**src/rtl/hdmi_period_scheduler.sv**
```systemverilog
// hdmi_period_scheduler: per-pixel TMDS period sequencer (control, video preamble/guard/active, data islands).
// Ports: clk/rst (sync, active-high); i_hcount/i_vcount/i_hsync/i_vsync from the sync generator;
// i_pkt_avail packets ready at the source; o_mode period type, o_ctl CTL3..0 preamble code,
// o_hsync/o_vsync/o_data_en for the encoders, o_pkt_bit bit index in packet, o_pkt_ack packet consumed.
module hdmi_period_scheduler #(
  parameter int HA = 640,
  parameter int HTOTAL = 800,
  parameter int VA = 480,
  parameter int VTOTAL = 525,
  parameter int DI_START = 660,
  parameter int MAX_PKTS = 2,
  localparam int HW = $clog2(HTOTAL),
  localparam int VW = $clog2(VTOTAL),
  localparam int PW = $clog2(MAX_PKTS + 1)
) (
  input  logic          clk,
  input  logic          rst,
  input  logic [HW-1:0] i_hcount,
  input  logic [VW-1:0] i_vcount,
  input  logic          i_hsync,
  input  logic          i_vsync,
  input  logic [PW-1:0] i_pkt_avail,
  output logic [2:0]    o_mode,
  output logic [3:0]    o_ctl,
  output logic          o_hsync,
  output logic          o_vsync,
  output logic          o_data_en,
  output logic [4:0]    o_pkt_bit,
  output logic          o_pkt_ack
);
  if (DI_START < HA || DI_START + 12 + 32 * MAX_PKTS > HTOTAL - 10 || MAX_PKTS < 1 || MAX_PKTS > 4) begin : g_bad_params
    $error("hdmi_period_scheduler: island window overlaps video or MAX_PKTS outside 1..4");
  end
  typedef enum logic [2:0] {IDLE, PRE, GB_LEAD, DATA, GB_TRAIL} state_t;
  state_t st, cur;
  logic [2:0] cnt, cc;
  logic [4:0] bit_cnt;
  logic [PW-1:0] pkt_cnt, n;
  logic [VW-1:0] nv;
  logic start, vpre_line, vid, vpre, vgb;
  logic [2:0] mode;
  // cur is the island phase of the pixel presented this cycle; the start pixel itself is already PRE.
  always_comb begin
    start = st == IDLE && i_hcount == HW'(DI_START) && i_pkt_avail != '0;
    cur = start ? PRE : st;
    cc = start ? 3'd0 : cnt;
    nv = i_vcount == VW'(VTOTAL - 1) ? '0 : i_vcount + 1'b1;
    vpre_line = nv < VW'(VA);
    vid = i_hcount < HW'(HA) && i_vcount < VW'(VA);
    vpre = vpre_line && i_hcount >= HW'(HTOTAL - 10) && i_hcount <= HW'(HTOTAL - 3);
    vgb = vpre_line && i_hcount >= HW'(HTOTAL - 2);
    mode = cur == PRE ? 3'd4 : cur == GB_LEAD ? 3'd5 : cur == DATA ? 3'd6 : cur == GB_TRAIL ? 3'd7 :
           vid ? 3'd3 : vpre ? 3'd1 : vgb ? 3'd2 : 3'd0;
  end
  always_ff @(posedge clk) begin
    if (rst) begin
      st <= IDLE;
      cnt <= '0;
      bit_cnt <= '0;
      pkt_cnt <= '0;
      n <= '0;
      o_mode <= '0;
      o_ctl <= '0;
      o_hsync <= 1'b0;
      o_vsync <= 1'b0;
      o_data_en <= 1'b0;
      o_pkt_bit <= '0;
      o_pkt_ack <= 1'b0;
    end else begin
      o_mode <= mode;
      o_ctl <= mode == 3'd1 ? 4'b0001 : mode == 3'd4 ? 4'b0101 : 4'b0000;
      o_hsync <= i_hsync;
      o_vsync <= i_vsync;
      o_data_en <= mode == 3'd3;
      o_pkt_bit <= cur == DATA ? bit_cnt : 5'd0;
      o_pkt_ack <= cur == DATA && bit_cnt == 5'd31;
      if (start) n <= i_pkt_avail > PW'(MAX_PKTS) ? PW'(MAX_PKTS) : i_pkt_avail;
      st <= cur;
      case (cur)
        PRE: begin
          cnt <= cc + 3'd1;
          if (cc == 3'd7) begin
            st <= GB_LEAD;
            cnt <= '0;
          end
        end
        GB_LEAD: begin
          cnt <= cc + 3'd1;
          if (cc == 3'd1) begin
            st <= DATA;
            cnt <= '0;
            bit_cnt <= '0;
            pkt_cnt <= '0;
          end
        end
        DATA: begin
          bit_cnt <= bit_cnt + 5'd1;
          if (bit_cnt == 5'd31) begin
            pkt_cnt <= pkt_cnt + 1'b1;
            if (pkt_cnt + 1'b1 == n) st <= GB_TRAIL;
          end
        end
        GB_TRAIL: begin
          cnt <= cc + 3'd1;
          if (cc == 3'd1) begin
            st <= IDLE;
            cnt <= '0;
          end
        end
        default: cnt <= '0;
      endcase
    end
  end
endmodule

```
**config.mk**
```make
export PLATFORM = sky130hd
export DESIGN_NAME = hdmi_period_scheduler
export DESIGN_NICKNAME = d
export VERILOG_FILES = /design/src/rtl/hdmi_period_scheduler.sv
export SDC_FILE = /design/constraint.sdc
export NUM_CORES = 1
export LEC_CHECK = 0
export CAP_MARGIN = 20
export CORE_MARGIN = 5
export CORE_UTILIZATION = 47
export DETAILED_ROUTE_END_ITERATION = 8
export PLACE_DENSITY = 0.78
export SETUP_SLACK_MARGIN = 0.3
export SLEW_MARGIN = 25
export SYNTH_ARGS = -nofsm -noshare
export SYNTH_HDL_FRONTEND = slang
export SYNTH_SLANG_ARGS = --single-unit
export TNS_END_PERCENT = 20
```
**constraint.sdc**
```tcl
create_clock -name clk -period 3.1 [get_ports clk]
set_input_delay 0.775 -clock clk [delete_from_list [all_inputs] [get_ports clk]]
set_output_delay 0.775 -clock clk [all_outputs]
set_load 0.01 [all_outputs]
```
==> summary.md, run 1 <==
| Metric | Value |
|---|---|
| Status | complete, no violations |
| Area Growth Syn to Fin | 34.3% |
| Worst EP arrival | 2920 ps |
| Die area | 0.00452 sq mm |
| Gr ovfl total | 0 |
| Antenna Violating Nets Remaining | 0 |
| Total routed wirelength | 3610 microns |
| Peak Freq | 370 MHz |
| Post-Synthesis Cells | 176 |
| Final hold vios | 0 |
| Min Tclk post-route | 2710 ps |
| Crit Reg-Reg Startpoint | st[0] |
| Fin Setup TNS | 0 ps |
| Ports | 42 |
| Critical path required time | 3310 ps |
| Placed instance count | 259 |
| Slew Limit Fails | 0 |
| Avg Vias per Cell | 5.42 |
| Post-synth EDFFs | 0 |
| Port-buffer cells | 39 |
| Hold-fix buffers, CTS | 0 |
| Critical path launch point type | input pin |
| Die width | 67.2 microns |
| Hold slack final | 489 ps |
| Crit path kind | input pin to flop |
| Final WS setup | 394 ps |
| Die Y | 67.2 microns |
| Clk sink count | 29 |
| CP endpoint kind | flop |
| Ys async rst share | 0 |
| Largest area contributor in the netlist | dfxtp_1 |
| RSZ-0062 raised after global routing | true |
| Hold Crit Start | n[1] |
| Largest net degree at the start of global routing | 16 |
| LEAKAGE | 0.809 nW |
| CTS Buffer Depth | 2 |
| Max Cap Viol | 0 |
| DRT iter0 DRCs | 39 |
| Clk_skew | 11.4 ps |
| Peak supply drop | 0.151 mV |
| Top-area cell type share of the netlist area | 0.378 |
| Total track usage | 0.183 |
| R2r setup slk | 780 ps |
| Synthesized area | 0.00154 sq mm |
| Resized Gates After CTS | 0 |
| Post-route cell area | 0.00206 sq mm |
| Row count | 20 |
| Hold worst-path end | n[1] |
| Synth Flop Type | dfxtp_1 |
| DP Worst Slack | 3.91 ps |
| Detailed placement HPWL | 2870 microns |
| DR WL/cell | 13.6 microns |
| Synth unique cells | 52 |
| Post-Layout Cell Count | 266 |
| Initial antenna violation count | 0 |
| Global-route wire length before repair | 6200 microns |
| R2r endpoint | cnt[2] |
| Fin util | 0.665 |
| PwrDens | 332 mW/mm^2 |
| Initial core utilization | 0.496 |
| Worst r2r path cells | 10 |
| DR pass1 iterations | 4 |
| Post-CTS Setup Bufs | 0 |
| Synth top cells by count | dfxtp_1, a21oi_1, nor2_1, nand2_1, and2_1 |
| Core Area | 0.00310 sq mm |
| Htree depth | 2 |
| Count leader, synth | dfxtp_1 |
| Worst Path Max Fanout | 3 |
| Post-synthesis sequential area ratio | 0.378 |
| Clock transition at path regs | 90 ps |
| Vias | 1443 |
| Vias in the first global route | 1451 |
| Period utilization | 0.873 |
| Worst-Skew Late Latency | 330 ps |
| WHS Path Cells | 2 |
| Synth top area cells | dfxtp_1, a21oi_1, nor2_1 |
| Routability-driven placement congestion ratio | 0.867 |
| Total power | 685 uW |
| Share of layout cells above drive strength 1 | 0.140 |
| Post-Syn Area per Cell | 8.74 sq um |
| Placed Area | 0.00200 sq mm |
| Yosys warning count | 0 |
| TritonCTS clock tree | done |
| Fin nets | 253 |
| Clock root buffer | clkbuf_4 |
| Detailed-route DRC error count | 0 |
| # setup viols final | 0 |
| Clock buffer count from CTS | 5 |
| #FFs+latches synth | 29 |
| Ant. Diodes | 0 |
| Hold WC Path Type | flop to flop |
-- cell usage in the layout, fill, tap and decap left out, types with 7 or more instances in the layout --
cell type,n
a21oi_1,18
dfxtp_1,29
nand2_1,11
and2_1,10
nor2_1,17
clkdlybuf4s50_1,39
buf_4,7
-- area by class of cell --
type,instances,area [sq um]
multi-input cells,135,912
flip-flops and latches,29,581
inverters,5,18.8
well taps,44,55.1
repair buffers,46,443
clock buffers,7,55.1
fillers,291,1040
-- kinds of logic (layout without fill, tap and decap cells) --
group / Yosys count / count (layout) / share of synthesized area
compound gates: 42 / 42 / 0.206
xor+xnor: 3 / 3 / 0.0171
fa+ha+maj: 5 / 5 / 0.0407
buf+inv: 13 / 58 / 0.0391
flops: 29 / 29 / 0.378
mux: 3 / 3 / 0.0203
other cells: 1 / 2 / 0.00244
simple gates: 80 / 80 / 0.297
-- worst max-delay path: stages --
cell and delay (ps):
clkdlybuf4s50_1 430, and4bb_2 320, o2111a_4 220, nand2_1 80, nand2_1 120, inv_1 50, ha_1 200, ha_1 310
o21a_1 200, a31oi_2 160, nor3_2 50
-- power breakdown --
part | switching (mW) | internal, mW | leakage, nW
logic | 0.0305 | 0.0470 | 0.543
registers | 0.00109 | 0.376 | 0.235
clock network | 0.124 | 0.107 | 0.0314
-- worst max path at each step --
stage	from	endpoint	slack (ps)	depth (start not counted)
2_1_floorplan	i_hcount[1]	cnt[2]	590	9
3_3_place_gp	i_hcount[1]	pkt_cnt[1]	110	12
3_5_place_dp	i_hcount[1]	pkt_cnt[1]	4	12
4_1_cts	i_hcount[1]	pkt_cnt[1]	370	12
5_1_grt	i_hcount[1]	cnt[2]	290	11
6_report	i_hcount[1]	cnt[2]	390	11
-- state kept, by name (all words and copies together), names as in the netlist --
signal     flops
bit_cnt        5
cnt            3
n              2
o_ctl          2
o_data_en      1
o_hsync        1
o_mode         3
o_pkt_ack      1
o_pkt_bit      5
o_vsync        1
pkt_cnt        2
st             3
-- metal layers --
layer | wire [microns] | track usage
met5 | 0 | 0
met4 | 71 | 0.0835
met3 | 182 | 0.0549
met2 | 1890 | 0.326
met1 | 1460 | 0.197
Note: power is estimated with default switching activity, not from simulation.
==> run 2, diff against run 1 <==
REMOVE_ABC_BUFFERS = 1   (was unset)
==> summary.md, run 2 (synthesized netlist as in run 1, its figures left out) <==
| Metric | Value |
|---|---|
| WHS Path Cells | 2 (unchanged) |
| TritonCTS clock tree | done |
| Worst path most repeated cell | ha_1 |
| Critical-path cell list | clkdlybuf4s50_1, and4bb_2, o2111a_4, nand2_1, nand2_2, inv_1, ha_1, ha_1, o21a_1, a31oi_1, nor3_2 |
| R2r setup slk | 810 ps (+30 ps) |
| Placed instance count | 257 (-0.77%) |
| Worst Path Max Fanout | 4 (+1) |
| Sw Ratio | 0.239 (+0.0120) |
| DRT iter0 DRCs | 46 (+18%) |
| Max Cap Viol | 0 (unchanged) |
| Die Y | 67.2 microns (unchanged) |
| Vias in the first global route | 1474 (+1.6%) |
| Hold WC Path Type | flop to flop |
| Critical path launch point type | input pin |
| Commonest non-fill, non-tap cell in the layout | clkdlybuf4s50_1 |
| Met2 wire length | 1770 microns (-6.3%) |
| Clock root buffer | clkbuf_4 |
| Fin nets | 251 (-0.79%) |
| Post-CTS Setup Bufs | 0 (unchanged) |
| Largest regs | bit_cnt: 5 flops, o_pkt_bit: 5 flops |
| LEAKAGE | 0.799 nW (-1.2%) |
| Register area | 581 sq um (unchanged) |
| CP max stage delay | 450 ps (+20 ps) |
| Placed Area | 0.00198 sq mm (-0.75%) |
| Core Area | 0.00310 sq mm (unchanged) |
| Fin util | 0.658 (-0.00726) |
| Die width | 67.2 microns (unchanged) |
| Min Tclk post-route | 2690 ps (-13.3 ps) |
| RSZ-0062 raised after global routing | true |
| Final WS setup | 407 ps (+13.3 ps) |
| Vias | 1471 (+1.9%) |
| Worst path slowest cell | clkdlybuf4s50_1 |
| Status | complete, no violations |
| Global-route wire length before repair | 6240 microns (+0.66%) |
| Total routed wirelength | 3640 microns (+1.0%) |
| Routability-driven placement congestion ratio | 0.960 (+11%) |
| PwrDens | 327 mW/mm^2 (-1.4%) |
| Die area | 0.00452 sq mm (unchanged) |
| Clock transition at path regs | 90 ps (about the same) |
| R2r endpoint | cnt[2] |
| Clk pwr share | 0.319 (-0.017) |
| Initial core utilization | 0.496 (unchanged) |
| Clk_skew | 12.3 ps (+0.960 ps) |
| Gr ovfl total | 0 (unchanged) |
| Detailed placement HPWL | 2860 microns (-0.54%) |
| Comb pwr share | 0.115 (+0.002) |
| Int Power | 509 uW (-4.0%) |
| Ports | 42 (unchanged) |
| # setup viols final | 0 (unchanged) |
| Worst EP arrival | 2920 ps (about the same) |
| Psw | 159 uW (+2.7%) |
| Port-buffer cells | 39 (unchanged) |
| Top layer reached by signal wires | met4 |
| Row count | 20 (unchanged) |
| Avg Vias per Cell | 5.55 (+2.3%) |
| Clock buffer count from CTS | 5 (unchanged) |
| Crit path kind | input pin to flop |
| Fillers | 290 (-0.34%) |
| Total power | 668 uW (-2.5%) |
| Post-route cell area | 0.00204 sq mm (-1.1%) |
| Share of layout cells above drive strength 1 | 0.136 (-0.00389) |
| Initial antenna violation count | 0 (unchanged) |
| Slew Limit Fails | 0 (unchanged) |
| Largest net degree at the start of global routing | 17 (+1) |
| DR pass1 iterations | 4 (unchanged) |
| CP endpoint kind | flop |
| Worst r2r path cells | 10 (unchanged) |
| Ant. Diodes | 0 (unchanged) |
| Hold worst-path end | n[1] |
| Clk sink count | 29 (unchanged) |
| DP Worst Slack | 44.3 ps (+40.4 ps) |
| Met1 Wirelength | 1440 microns (-1.7%) |
| Met3 wire len | 275 microns (+51%) |
| Htree depth | 2 (unchanged) |
| Final hold vios | 0 (unchanged) |
| Period utilization | 0.869 (-0.00430) |
| Commonest cells after routing, fill and taps aside | clkdlybuf4s50_1, dfxtp_1, a21oi_1 |
| CTS Buffer Depth | 2 (unchanged) |
| Antenna Violating Nets Remaining | 0 (unchanged) |
| Slew headroom | 0.467 |
| Hold Crit Start | n[1] |
| DR WL/cell | 13.8 microns (+1.4%) |
| Critical path required time | 3320 ps (about the same) |
| Slew at the pin closest to its max-slew limit | 796 ps |
| Sequential share of power | 0.565 (+0.014) |
| Multi-input gate area | 908 sq um (-0.41%) |
| Fin Setup TNS | 0 ps (unchanged) |
| Total track usage | 0.184 (+0.000825) |
| Detailed-route DRC error count | 0 (unchanged) |
| Worst-Skew Late Latency | 330 ps (about the same) |
| Crit Reg-Reg Startpoint | st[0] |
| Peak Freq | 371 MHz (+0.50%) |
| Peak supply drop | 0.144 mV (-4.4%) |
| Post-Layout Cell Count | 265 (-0.38%) |
| Area Growth Syn to Fin | 32.8% |
| Hold slack final | 483 ps (-5.86 ps) |
[run 2: cell count changes in the layout (fill, tap and decap cells not counted), sizes merged]
cell and delta:
clkinv +2, buf -2, clkbuf -1
[run 2: routing by layer]
layer,vias up,track usage
met5,-,0
met4,0,0.124
met3,15,0.0549
met2,57,0.315
met1,671,0.192
li1,728,-
[run 2: worst max path at each step]
stage                      from         end  slack, ps  cells past startpoint
floorplan           i_hcount[1]      cnt[2]        610                      9
global placement    i_hcount[1]  pkt_cnt[1]        130                     12
detailed placement  i_hcount[1]  pkt_cnt[1]         40                     12
CTS                 i_hcount[1]  pkt_cnt[1]        380                     12
global route        i_hcount[1]  pkt_cnt[1]        290                     12
finish              i_hcount[1]      cnt[2]        410                     11
[run 2: area by class of cell]
type / instances / area share
timing repair buffer: 44 / 0.210
sequential: 29 / 0.284
multi-input combinational: 135 / 0.445
inverter: 5 / 0.00919
clock buffer: 6 / 0.0202
clock inverter: 2 / 0.00490
tap: 44 / 0.0270
[run 2: power groups by stage]
stage / registers [mW] / clock network, mW / logic, mW
2_1_floorplan: 0.388 / 0 / 0.0197
3_3_place_gp: 0.386 / 0 / 0.0751
3_5_place_dp: 0.386 / 0 / 0.0772
4_1_cts: 0.378 / 0.220 / 0.0776
5_1_grt: 0.378 / 0.238 / 0.0836
6_report: 0.377 / 0.213 / 0.0771
[run 2: critical path, delay by kind of cell]
kind	cells	cell delay, ps
AO/OA/AOI/OAI	3	580
adder cells (fa/ha/maj)	2	470
buffers and inverters	2	500
AND/OR/NAND/NOR	4	600
[run 2: repair_timing]
item	CTS	global route
setup endpoints to repair	0	4
hold buffers	0	0
gates resized for setup	0	4
hold endpoints to repair	0	0
==> run 3, diff against run 2 <==
CELL_PAD_IN_SITES_DETAIL_PLACEMENT = 1   (was unset)
CELL_PAD_IN_SITES_GLOBAL_PLACEMENT = 1   (was unset)
CORE_ASPECT_RATIO = 1.2   (was unset)
CORE_UTILIZATION = 35   (was 47)
PLACE_DENSITY = 0.79   (was 0.78)
==> summary.md, run 3 (synthesized netlist as in run 1, its figures left out) <==
| Metric | Value |
|---|---|
| Clk_skew | 5.18 ps (-7.17 ps) |
| LEAKAGE | 0.844 nW (+5.6%) |
| Clock buffer count from CTS | 5 (unchanged) |
| CP max stage delay | 490 ps (+40 ps) |
| # setup viols final | 0 (unchanged) |
| Row count | 26 (+30%) |
| Commonest cells after routing, fill and taps aside | clkdlybuf4s50_1, dfxtp_1, a21oi_1 |
| CTS Buffer Depth | 2 (unchanged) |
| Clk sink count | 29 (unchanged) |
| Vias in the first global route | 1606 (+9.0%) |
| Min Tclk post-route | 2700 ps (+5.71 ps) |
| Initial antenna violation count | 0 (unchanged) |
| Crit path kind | input pin to flop |
| Post-route cell area | 0.00214 sq mm (+4.7%) |
| Commonest non-fill, non-tap cell in the layout | clkdlybuf4s50_1 |
| Total power | 800 uW (+20%) |
| Fin nets | 255 (+1.6%) |
| Post-CTS Setup Bufs | 0 (unchanged) |
| Hold-fix buffers, CTS | 0 (unchanged) |
| Area Growth Syn to Fin | 39.0% |
| Total routed wirelength | 3940 microns (+8.2%) |
| Worst-Skew Late Latency | 280 ps (-50 ps) |
| Total track usage | 0.149 (-0.0351) |
| Final hold vios | 0 (unchanged) |
| RSZ-0062 raised after global routing | true |
| Gr ovfl total | 0 (unchanged) |
| CP endpoint kind | flop |
| Htree depth | 2 (unchanged) |
| Global-route wire length before repair | 6880 microns (+10%) |
| Clock transition at path regs | 60 ps (-30 ps) |
| Core Area | 0.00426 sq mm (+37%) |
| Die area | 0.00582 sq mm (+29%) |
| Die width | 70.5 microns (+4.9%) |
| Largest net degree at the start of global routing | 16 (-1) |
| Max Cap Viol | 0 (unchanged) |
| Worst path slowest cell | clkdlybuf4s50_1 |
| Largest regs | bit_cnt: 5 flops, o_pkt_bit: 5 flops |
| Critical path launch point type | input pin |
| PwrDens | 374 mW/mm^2 (+14%) |
| Slew Limit Fails | 0 (unchanged) |
| DR WL/cell | 14.0 microns (+2.0%) |
| TritonCTS clock tree | done |
| Period utilization | 0.871 (+0.00184) |
| Die Y | 82.6 microns (+23%) |
| Placed Area | 0.00203 sq mm (+2.3%) |
| Share of layout cells above drive strength 1 | 0.156 (+0.0198) |
| Fin Setup TNS | 0 ps (unchanged) |
| Antenna Violating Nets Remaining | 0 (unchanged) |
| Detailed placement HPWL | 3130 microns (+9.4%) |
| Fillers | 508 (+75%) |
| DRT iter0 DRCs | 49 (+6.5%) |
| Initial core utilization | 0.361 (-0.135) |
| Worst EP arrival | 2870 ps (-50 ps) |
| Critical path required time | 3270 ps (-50 ps) |
| Worst Path Max Fanout | 6 (+2) |
| Clock root buffer | clkbuf_8 |
| Hold WC Path Type | flop to flop |
| Port-buffer cells | 39 (unchanged) |
| Peak Freq | 371 MHz (-0.21%) |
| Critical-path cell list | clkdlybuf4s50_1, and4bb_2, o2111a_4, and2_2, nor2_2, ha_1, nand2b_1, nor3_2, buf_4, a21oi_1, o21ai_0, a21oi_1 |
| Routability-driven placement congestion ratio | 0.920 (-4.2%) |
| Ant. Diodes | 0 (unchanged) |
| Detailed-route DRC error count | 0 (unchanged) |
| DR pass1 iterations | 4 (unchanged) |
| Status | complete, no violations |
| Resized Gates After CTS | 0 (unchanged) |
| Peak supply drop | 0.141 mV (-1.9%) |
| Vias | 1495 (+1.6%) |
| Ports | 42 (unchanged) |
| Avg Vias per Cell | 5.32 (-4.2%) |
| Worst path most repeated cell | a21oi_1 |
run 3: where the power goes:
group	internal [mW]	switching [mW]
combinational	0.0470	0.0310
sequential	0.377	0.000914
clock	0.200	0.144
run 3: final timing paths:
| path | from | endpoint | slack (ps) | depth (start not counted) |
|---|---|---|---|---|
| worst max-delay path | i_hcount[1] | pkt_cnt[1] | 400 | 12 |
| worst min-delay path | bit_cnt[4] | o_pkt_bit[4] | 480 | 1 |
| worst max register to register | st[1] | cnt[2] | 830 | 9 |
| worst min register to register | bit_cnt[4] | o_pkt_bit[4] | 480 | 1 |
run 3: stage by stage:
step	utilization	cells	hold WS [ps]	worst slack [ps]
after global placement	0.476	273	468	87.8
final	0.501	281	483	401
after CTS	0.500	281	485	352
after detailed placement	0.476	273	469	52.7
after global routing	0.501	281	520	280
after floorplan	-	169	438	606
run 3: layout make-up:
cell class | instances | area (sq um) | area share
clock buffers | 7 | 96.3 | 0.0451
well taps | 56 | 70.1 | 0.0328
repair buffers | 48 | 458 | 0.214
inverters | 5 | 18.8 | 0.00878
flip-flops and latches | 29 | 581 | 0.272
multi-input cells | 135 | 908 | 0.425
clock inverters | 1 | 5.00 | 0.00234
run 3: worst max-delay path: cells and delay by family:
family / cells / cell delay, ps
adder cells (fa/ha/maj): 1 / 180
buffers and inverters: 2 / 650
AO/OA/AOI/OAI: 4 / 470
AND/OR/NAND/NOR: 5 / 770
run 3: metal layers:
layer / part of all wire / GRT usage / vias to the layer above
li1: - / - / 728
met1: 0.39 / 0.142 / 715
met2: 0.53 / 0.292 / 44
met3: 0.058 / 0.0375 / 8
met4: 0.025 / 0.0785 / 0
met5: 0 / 0 / -
